`src/rtl/nano_mem_arbiter_if.sv`:
```
// One master's access channel into the shared NanoCPU memory arbiter.
// The master holds req/we/addr/wdata stable until it sees ack; rdata is
// only meaningful in the cycle where ack is high.
interface nano_mem_arbiter_if #(
  parameter int AW = 8,
  parameter int DW = 16
);
  logic          req;
  logic          we;
  logic [AW-1:0] addr;
  logic [DW-1:0] wdata;
  logic          ack;
  logic [DW-1:0] rdata;

  modport master (
    output req, we, addr, wdata,
    input  ack, rdata
  );

  modport slave (
    input  req, we, addr, wdata,
    output ack, rdata
  );
endinterface

```
`src/rtl/nano_mem_arbiter.sv`:
```
// Two-port arbiter sharing the 256 x 16 NanoCPU memory between the CPU
// (port0) and a second master (port1). A registered owner FSM hands the
// memory to one port at a time. Ties are broken round-robin. A burst
// counter bounds how long one port may keep the memory while the other
// waits. Handover between owners happens with no idle bubble.
module nano_mem_arbiter #(
  parameter int AW        = 8,
  parameter int DW        = 16,
  parameter int BURST_MAX = 4
) (
  input  logic                ck,
  input  logic                rst,
  nano_mem_arbiter_if.slave   port0,
  nano_mem_arbiter_if.slave   port1,
  output logic [1:0]          owner,
  output logic                mem_ce,
  output logic                mem_we,
  output logic [AW-1:0]       mem_addr,
  output logic [DW-1:0]       mem_wdata,
  input  logic [DW-1:0]       mem_rdata
);

  typedef enum logic [1:0] {
    IDLE = 2'b00,
    OWN0 = 2'b01,
    OWN1 = 2'b10
  } state_t;

  // Last burst index a port may use while the other port is waiting.
  localparam logic [3:0] CNT_LAST = 4'(BURST_MAX - 1);

  state_t state, state_nxt;
  logic [3:0] cnt, cnt_nxt;
  logic last, last_nxt;

  logic req0, req1;
  logic we0, we1;
  logic [AW-1:0] addr0, addr1;
  logic [DW-1:0] wdata0, wdata1;

  logic ack0, ack1;
  logic [DW-1:0] rdata0, rdata1;
  logic ce_c, we_c;
  logic [AW-1:0] addr_c;
  logic [DW-1:0] wdata_c;

  assign req0   = port0.req;
  assign req1   = port1.req;
  assign we0    = port0.we;
  assign we1    = port1.we;
  assign addr0  = port0.addr;
  assign addr1  = port1.addr;
  assign wdata0 = port0.wdata;
  assign wdata1 = port1.wdata;

  // Owner state, burst count and last-served port; reset favours port0 on the first tie.
  always_ff @(posedge ck or negedge rst) begin
    if (!rst) begin
      state <= IDLE;
      cnt   <= 4'd0;
      last  <= 1'b1;
    end else begin
      state <= state_nxt;
      cnt   <= cnt_nxt;
      last  <= last_nxt;
    end
  end

  // Ownership decisions: IDLE picks a port, an owner keeps the memory until it releases or its burst runs out.
  always_comb begin
    state_nxt = state;
    cnt_nxt   = cnt;
    last_nxt  = last;
    unique case (state)
      IDLE: begin
        cnt_nxt = 4'd0;
        if (req0 && req1) begin
          state_nxt = last ? OWN0 : OWN1;
        end else if (req0) begin
          state_nxt = OWN0;
        end else if (req1) begin
          state_nxt = OWN1;
        end else begin
          state_nxt = IDLE;
        end
      end
      OWN0: begin
        if (!req0) begin
          state_nxt = req1 ? OWN1 : IDLE;
          last_nxt  = 1'b0;
          cnt_nxt   = 4'd0;
        end else if (req1 && (cnt == CNT_LAST)) begin
          state_nxt = OWN1;
          last_nxt  = 1'b0;
          cnt_nxt   = 4'd0;
        end else begin
          cnt_nxt = (cnt == CNT_LAST) ? cnt : cnt + 4'd1;
        end
      end
      OWN1: begin
        if (!req1) begin
          state_nxt = req0 ? OWN0 : IDLE;
          last_nxt  = 1'b1;
          cnt_nxt   = 4'd0;
        end else if (req0 && (cnt == CNT_LAST)) begin
          state_nxt = OWN0;
          last_nxt  = 1'b1;
          cnt_nxt   = 4'd0;
        end else begin
          cnt_nxt = (cnt == CNT_LAST) ? cnt : cnt + 4'd1;
        end
      end
      default: begin
        state_nxt = IDLE;
        cnt_nxt   = 4'd0;
      end
    endcase
  end

  // Memory side and per-port responses follow the current owner; nothing reaches the memory in IDLE.
  always_comb begin
    ack0    = (state == OWN0) && req0;
    ack1    = (state == OWN1) && req1;
    ce_c    = ack0 || ack1;
    we_c    = (ack0 && we0) || (ack1 && we1);
    addr_c  = '0;
    wdata_c = '0;
    unique case (state)
      OWN0: begin
        addr_c  = addr0;
        wdata_c = wdata0;
      end
      OWN1: begin
        addr_c  = addr1;
        wdata_c = wdata1;
      end
      default: begin
        addr_c  = '0;
        wdata_c = '0;
      end
    endcase
    rdata0 = ack0 ? mem_rdata : '0;
    rdata1 = ack1 ? mem_rdata : '0;
  end

  assign port0.ack   = ack0;
  assign port1.ack   = ack1;
  assign port0.rdata = rdata0;
  assign port1.rdata = rdata1;

  assign owner     = state;
  assign mem_ce    = ce_c;
  assign mem_we    = we_c;
  assign mem_addr  = addr_c;
  assign mem_wdata = wdata_c;

endmodule

```
`src/flat_wrapper.sv`:
```
// flat-port wrapper written by rule: the top's interface ports become plain ports
module nano_mem_arbiter_flat 
#(
  parameter int AW        = 8,
  parameter int DW        = 16,
  parameter int BURST_MAX = 4
)
  (ck, rst, owner, mem_ce, mem_we, mem_addr, mem_wdata, mem_rdata, port0_req, port0_we, port0_addr, port0_wdata, port0_ack, port0_rdata, port1_req, port1_we, port1_addr, port1_wdata, port1_ack, port1_rdata);
  nano_mem_arbiter_if #(.AW(AW), .DW(DW)) port0_i ();
  nano_mem_arbiter_if #(.AW(AW), .DW(DW)) port1_i ();
  input  logic ck;
  input  logic rst;
  output logic [1:0] owner;
  output logic mem_ce;
  output logic mem_we;
  output logic [AW-1:0] mem_addr;
  output logic [DW-1:0] mem_wdata;
  input  logic [DW-1:0] mem_rdata;
  input wire logic [$bits(port0_i.req)-1:0] port0_req;
  input wire logic [$bits(port0_i.we)-1:0] port0_we;
  input wire logic [$bits(port0_i.addr)-1:0] port0_addr;
  input wire logic [$bits(port0_i.wdata)-1:0] port0_wdata;
  output wire logic [$bits(port0_i.ack)-1:0] port0_ack;
  output wire logic [$bits(port0_i.rdata)-1:0] port0_rdata;
  input wire logic [$bits(port1_i.req)-1:0] port1_req;
  input wire logic [$bits(port1_i.we)-1:0] port1_we;
  input wire logic [$bits(port1_i.addr)-1:0] port1_addr;
  input wire logic [$bits(port1_i.wdata)-1:0] port1_wdata;
  output wire logic [$bits(port1_i.ack)-1:0] port1_ack;
  output wire logic [$bits(port1_i.rdata)-1:0] port1_rdata;
  assign port0_i.req = port0_req;
  assign port0_i.we = port0_we;
  assign port0_i.addr = port0_addr;
  assign port0_i.wdata = port0_wdata;
  assign port0_ack = port0_i.ack;
  assign port0_rdata = port0_i.rdata;
  assign port1_i.req = port1_req;
  assign port1_i.we = port1_we;
  assign port1_i.addr = port1_addr;
  assign port1_i.wdata = port1_wdata;
  assign port1_ack = port1_i.ack;
  assign port1_rdata = port1_i.rdata;
  nano_mem_arbiter #(.AW(AW), .DW(DW), .BURST_MAX(BURST_MAX)) u_core (.ck(ck), .rst(rst), .port0(port0_i), .port1(port1_i), .owner(owner), .mem_ce(mem_ce), .mem_we(mem_we), .mem_addr(mem_addr), .mem_wdata(mem_wdata), .mem_rdata(mem_rdata));
endmodule
```
`config.mk`:
```
export PLATFORM = sky130hd
export DESIGN_NAME = nano_mem_arbiter_flat
export DESIGN_NICKNAME = d
export VERILOG_FILES = /design/src/rtl/nano_mem_arbiter_if.sv /design/src/rtl/nano_mem_arbiter.sv /design/src/flat_wrapper.sv
export SDC_FILE = /design/constraint.sdc
export NUM_CORES = 1
export LEC_CHECK = 0
export BUFFER_PORTS_ARGS = -buffer_cell sky130_fd_sc_hd__clkbuf_2
export CAP_MARGIN = 20
export CORE_MARGIN = 2
export CORE_UTILIZATION = 30
export CTS_CLUSTER_DIAMETER = 30
export CTS_CLUSTER_SIZE = 16
export DETAILED_ROUTE_END_ITERATION = 8
export GPL_TIMING_DRIVEN = 0
export PLACE_DENSITY_LB_ADDON = 0.12
export SETUP_SLACK_MARGIN = 0.3
export SYNTH_ARGS = -nofsm -noshare
export SYNTH_HDL_FRONTEND = slang
export SYNTH_SLANG_ARGS = --single-unit
```
`constraint.sdc`:
```
create_clock -name ck -period 1.78 [get_ports ck]
set_clock_uncertainty 0.15 [all_clocks]
set_input_delay 0.356 -clock ck [delete_from_list [all_inputs] [get_ports ck]]
set_output_delay 0.356 -clock ck [all_outputs]
set_load 0.005 [all_outputs]
```
==> flow_metrics.tcl <==
set metrics [dict create \
    initial_utilization_pct 31.8 \
    vias 1795 \
    r2r_cells 10 \
    irDropWorstVdd_mv 1.17 \
    crit_slowest_cell "dfrtp_1" \
    worstPathRequired_ns 1.27 \
    place.gp.congestion 0.747 \
    endpoint_kind "output port" \
    drtPass1Iterations 4 \
    root_buffer "clkbuf_4" \
    startpoint_type "register" \
    area_delta_synth_final_pct 130 \
    maxSlewViolCount 0 \
    seqPwrFrac_pct 8.1 \
    syn_inst 146 \
    grt_overflow 0 \
    rsz0062_at_grt "yes" \
    switching_share_pct 40.0 \
    clock-sinks 7 \
    grt_pass1_vias 1654 \
    reg2reg_slack_ns -0.18 \
    synth_ff_type "dfrtp_1" \
    pwr-share-clk_pct 5.0 \
    clock_latency_ns 0.27 \
    grt.total_usage_pct 23.1 \
    ioPinCount 132 \
    drive_gt1_share_pct 75.2 \
    diodes 0 \
    yosys-top-cells-count "and3_1 (32), a22oi_1 (24), nor2b_1 (24), clkbuf_1 (14), a21oi_1 (7)" \
    clkTransAtPathRegs_ns 0.06 \
    timing.hold.ws_ns 0.319 \
    pre_cts_slack_ns -0.163 \
    tns_ns -15.09 \
    slew_headroom_pct 74.9 \
    period_minus_slack_ns 2.09 \
    num-nets-final 382 \
    rows 21 \
    switchingPower_mw 1.25 \
    synth_top_area_share_pct 18.6 \
    antenna_found_initial 0 \
    dpl.hpwl_um 3440 \
    internal_power_mw 1.87 \
    wl_per_cell_um 15.0 \
    reg2reg_to "u_core.owner[1]" \
    drt_first_iter_violations 91 \
    synth-edff-count 0 \
    syn_area_per_cell_um2 7.38 \
    ys_types 29 \
    htree_num_levels 1 \
    outcome "finished with violations" \
    grt_pass1_wl_um 7610 \
    vias_per_cell 5.10 \
    dieArea_um2 4090 \
    syn_area_um2 1080 \
    die_w_um 63.9 \
    synthTopCellsByArea "and3_1 (19%), a22oi_1 (17%), dfrtp_1 (14%)" \
    cpPeakStageDelay_ns 0.41 \
    setup_violations 62 \
    max_cap_violations 0 \
    yosysMostFrequentCell "and3_1" \
    synth_area_leader_cell "and3_1" \
    route.detailed.drc 0 \
    cts_tree "done" \
    powerDensity_nw_per_um2 1260 \
    numCtsBuffers 3 \
    tightest_slew_ns 0.376 \
    syn-num-nets 221 \
    dieHeight_um 63.9 \
    crit_chain "inv_2, ha_2, buf_6, buf_8, clkbuf_8, and3_4, clkbuf_2" \
    synth_async_sr_flop_share_pct 100 \
    ys_seq_elements 7 \
    hold_violations 0 \
    ys_warn_count 0 \
    path_class "register to output port" \
    yosysSeqAreaShare_pct 16.4 \
    critical_path.max_fanout 7 \
    fin_crit_sh_pct 117 \
    placement.io_buffers 131 \
    design.core.area_um2 3390 \
    hp-class "input pin to async pin" \
    arrival_ns 1.58 \
    grt_max_degree 11 \
    crit-reg2reg-launch "u_core.owner[0]" \
    finalWorstSetupSlack_ns -0.308 \
    p_leak_nw 1.39 \
    p_comb_share_pct 86.9 \
    violations "setup timing" \
    fmax_mhz 479 \
    drt_wl_total_um 5290 \
    cts_max_path_buffers 2 \
    ant_nets 0 \
]
critical path: cells and delay by family (launching register included):
family                   cells  cell delay (ns)
AND/OR/NAND/NOR              1             0.16
flip-flops                   1             0.41
adder cells (fa/ha/maj)      1             0.17
buffers and inverters        5             0.58
placed cells by master (no fill, tap or decap), drive strengths merged, types with 2 or more instances in the layout:
cell    instances
clkbuf        134
buf            41
and3           32
a22oi          24
nor2b          24
a21oi           8
dfrtp           6
nand2           5
ha              5
inv             4
nor2            4
nor3b           3
nor3            2
mux2            2
kinds of logic (layout without fill, tap and decap cells):
group / Yosys count / count (layout) / synth area share (%)
DFF: 7 / 7 / 16.4
muxes: 3 / 3 / 3.02
xor gates and xnor gates: 2 / 2 / 1.63
AOI/OAI and AO/OA: 34 / 34 / 22.5
buffers and inverters: 20 / 180 / 7.20
and+or+nand+nor: 75 / 75 / 43.4
adders and majority gates: 5 / 5 / 5.81
cell type report:
cell class | count | area (µm²)
Timing Repair Buffer | 156 | 893
Sequential cell | 7 | 178
Buffer | 16 | 211
Inverter | 4 | 17.5
Fill cell | 256 | 913
Multi-Input combinational cell | 119 | 1090
Tap cell | 46 | 57.6
Clock buffer | 4 | 26.3
state kept, by name, summed over array words and instances (netlist names):
register	cells
u_core.last	1
u_core.cnt	4
u_core.owner	2
power by group through the flow:
stage               sequential (mW)  combinational, mW  clock, mW
global route                  0.261               2.91      0.165
finish                        0.253               2.71      0.155
global placement              0.250               1.59          0
floorplan                     0.243               1.05          0
detailed placement            0.251               1.60          0
CTS                           0.244               2.29      0.154
repair_timing:
item / in CTS / in global routing
setup endpoints to repair: 67 / 67
buffers inserted: 17 / 3
hold buffers: 1 / 0
hold endpoints to repair: 6 / 0
resized for setup: 46 / 56
pin swaps: 4 / 5
gates cloned: 2 / 2
per-layer routing:
layer	GRT usage, %	up-vias	part of all wire (%)
li1	-	852	-
met1	26.1	832	38
met2	42.2	93	53
met3	5.63	18	7.0
met4	6.79	0	2.1
met5	0	-	0
through the flow:
stage	util [%]	power [mW]	cell area, µm²	std cells
2_1_floorplan	-	1.29	1150	146
3_3_place_gp	54.9	1.84	1860	323
3_5_place_dp	54.9	1.85	1860	323
4_1_cts	66.8	2.69	2260	347
5_1_grt	73.1	3.34	2480	352
6_report	73.1	3.12	2480	352
worst max-delay path by stage:
stage	slack, ns	to	cells past startpoint	start
3_5_place_dp	-0.16	port0_rdata[12]	5	port0_req
6_report	-0.31	port1_rdata[8]	7	u_core.owner[0]
3_3_place_gp	-0.16	port0_rdata[8]	5	port0_req
2_1_floorplan	0.09	u_core.owner[0]	5	u_core.cnt[0]
4_1_cts	-0.29	port1_rdata[10]	7	u_core.owner[0]
5_1_grt	-0.39	mem_wdata[12]	6	u_core.owner[1]
(Power assumes the default switching activity.)
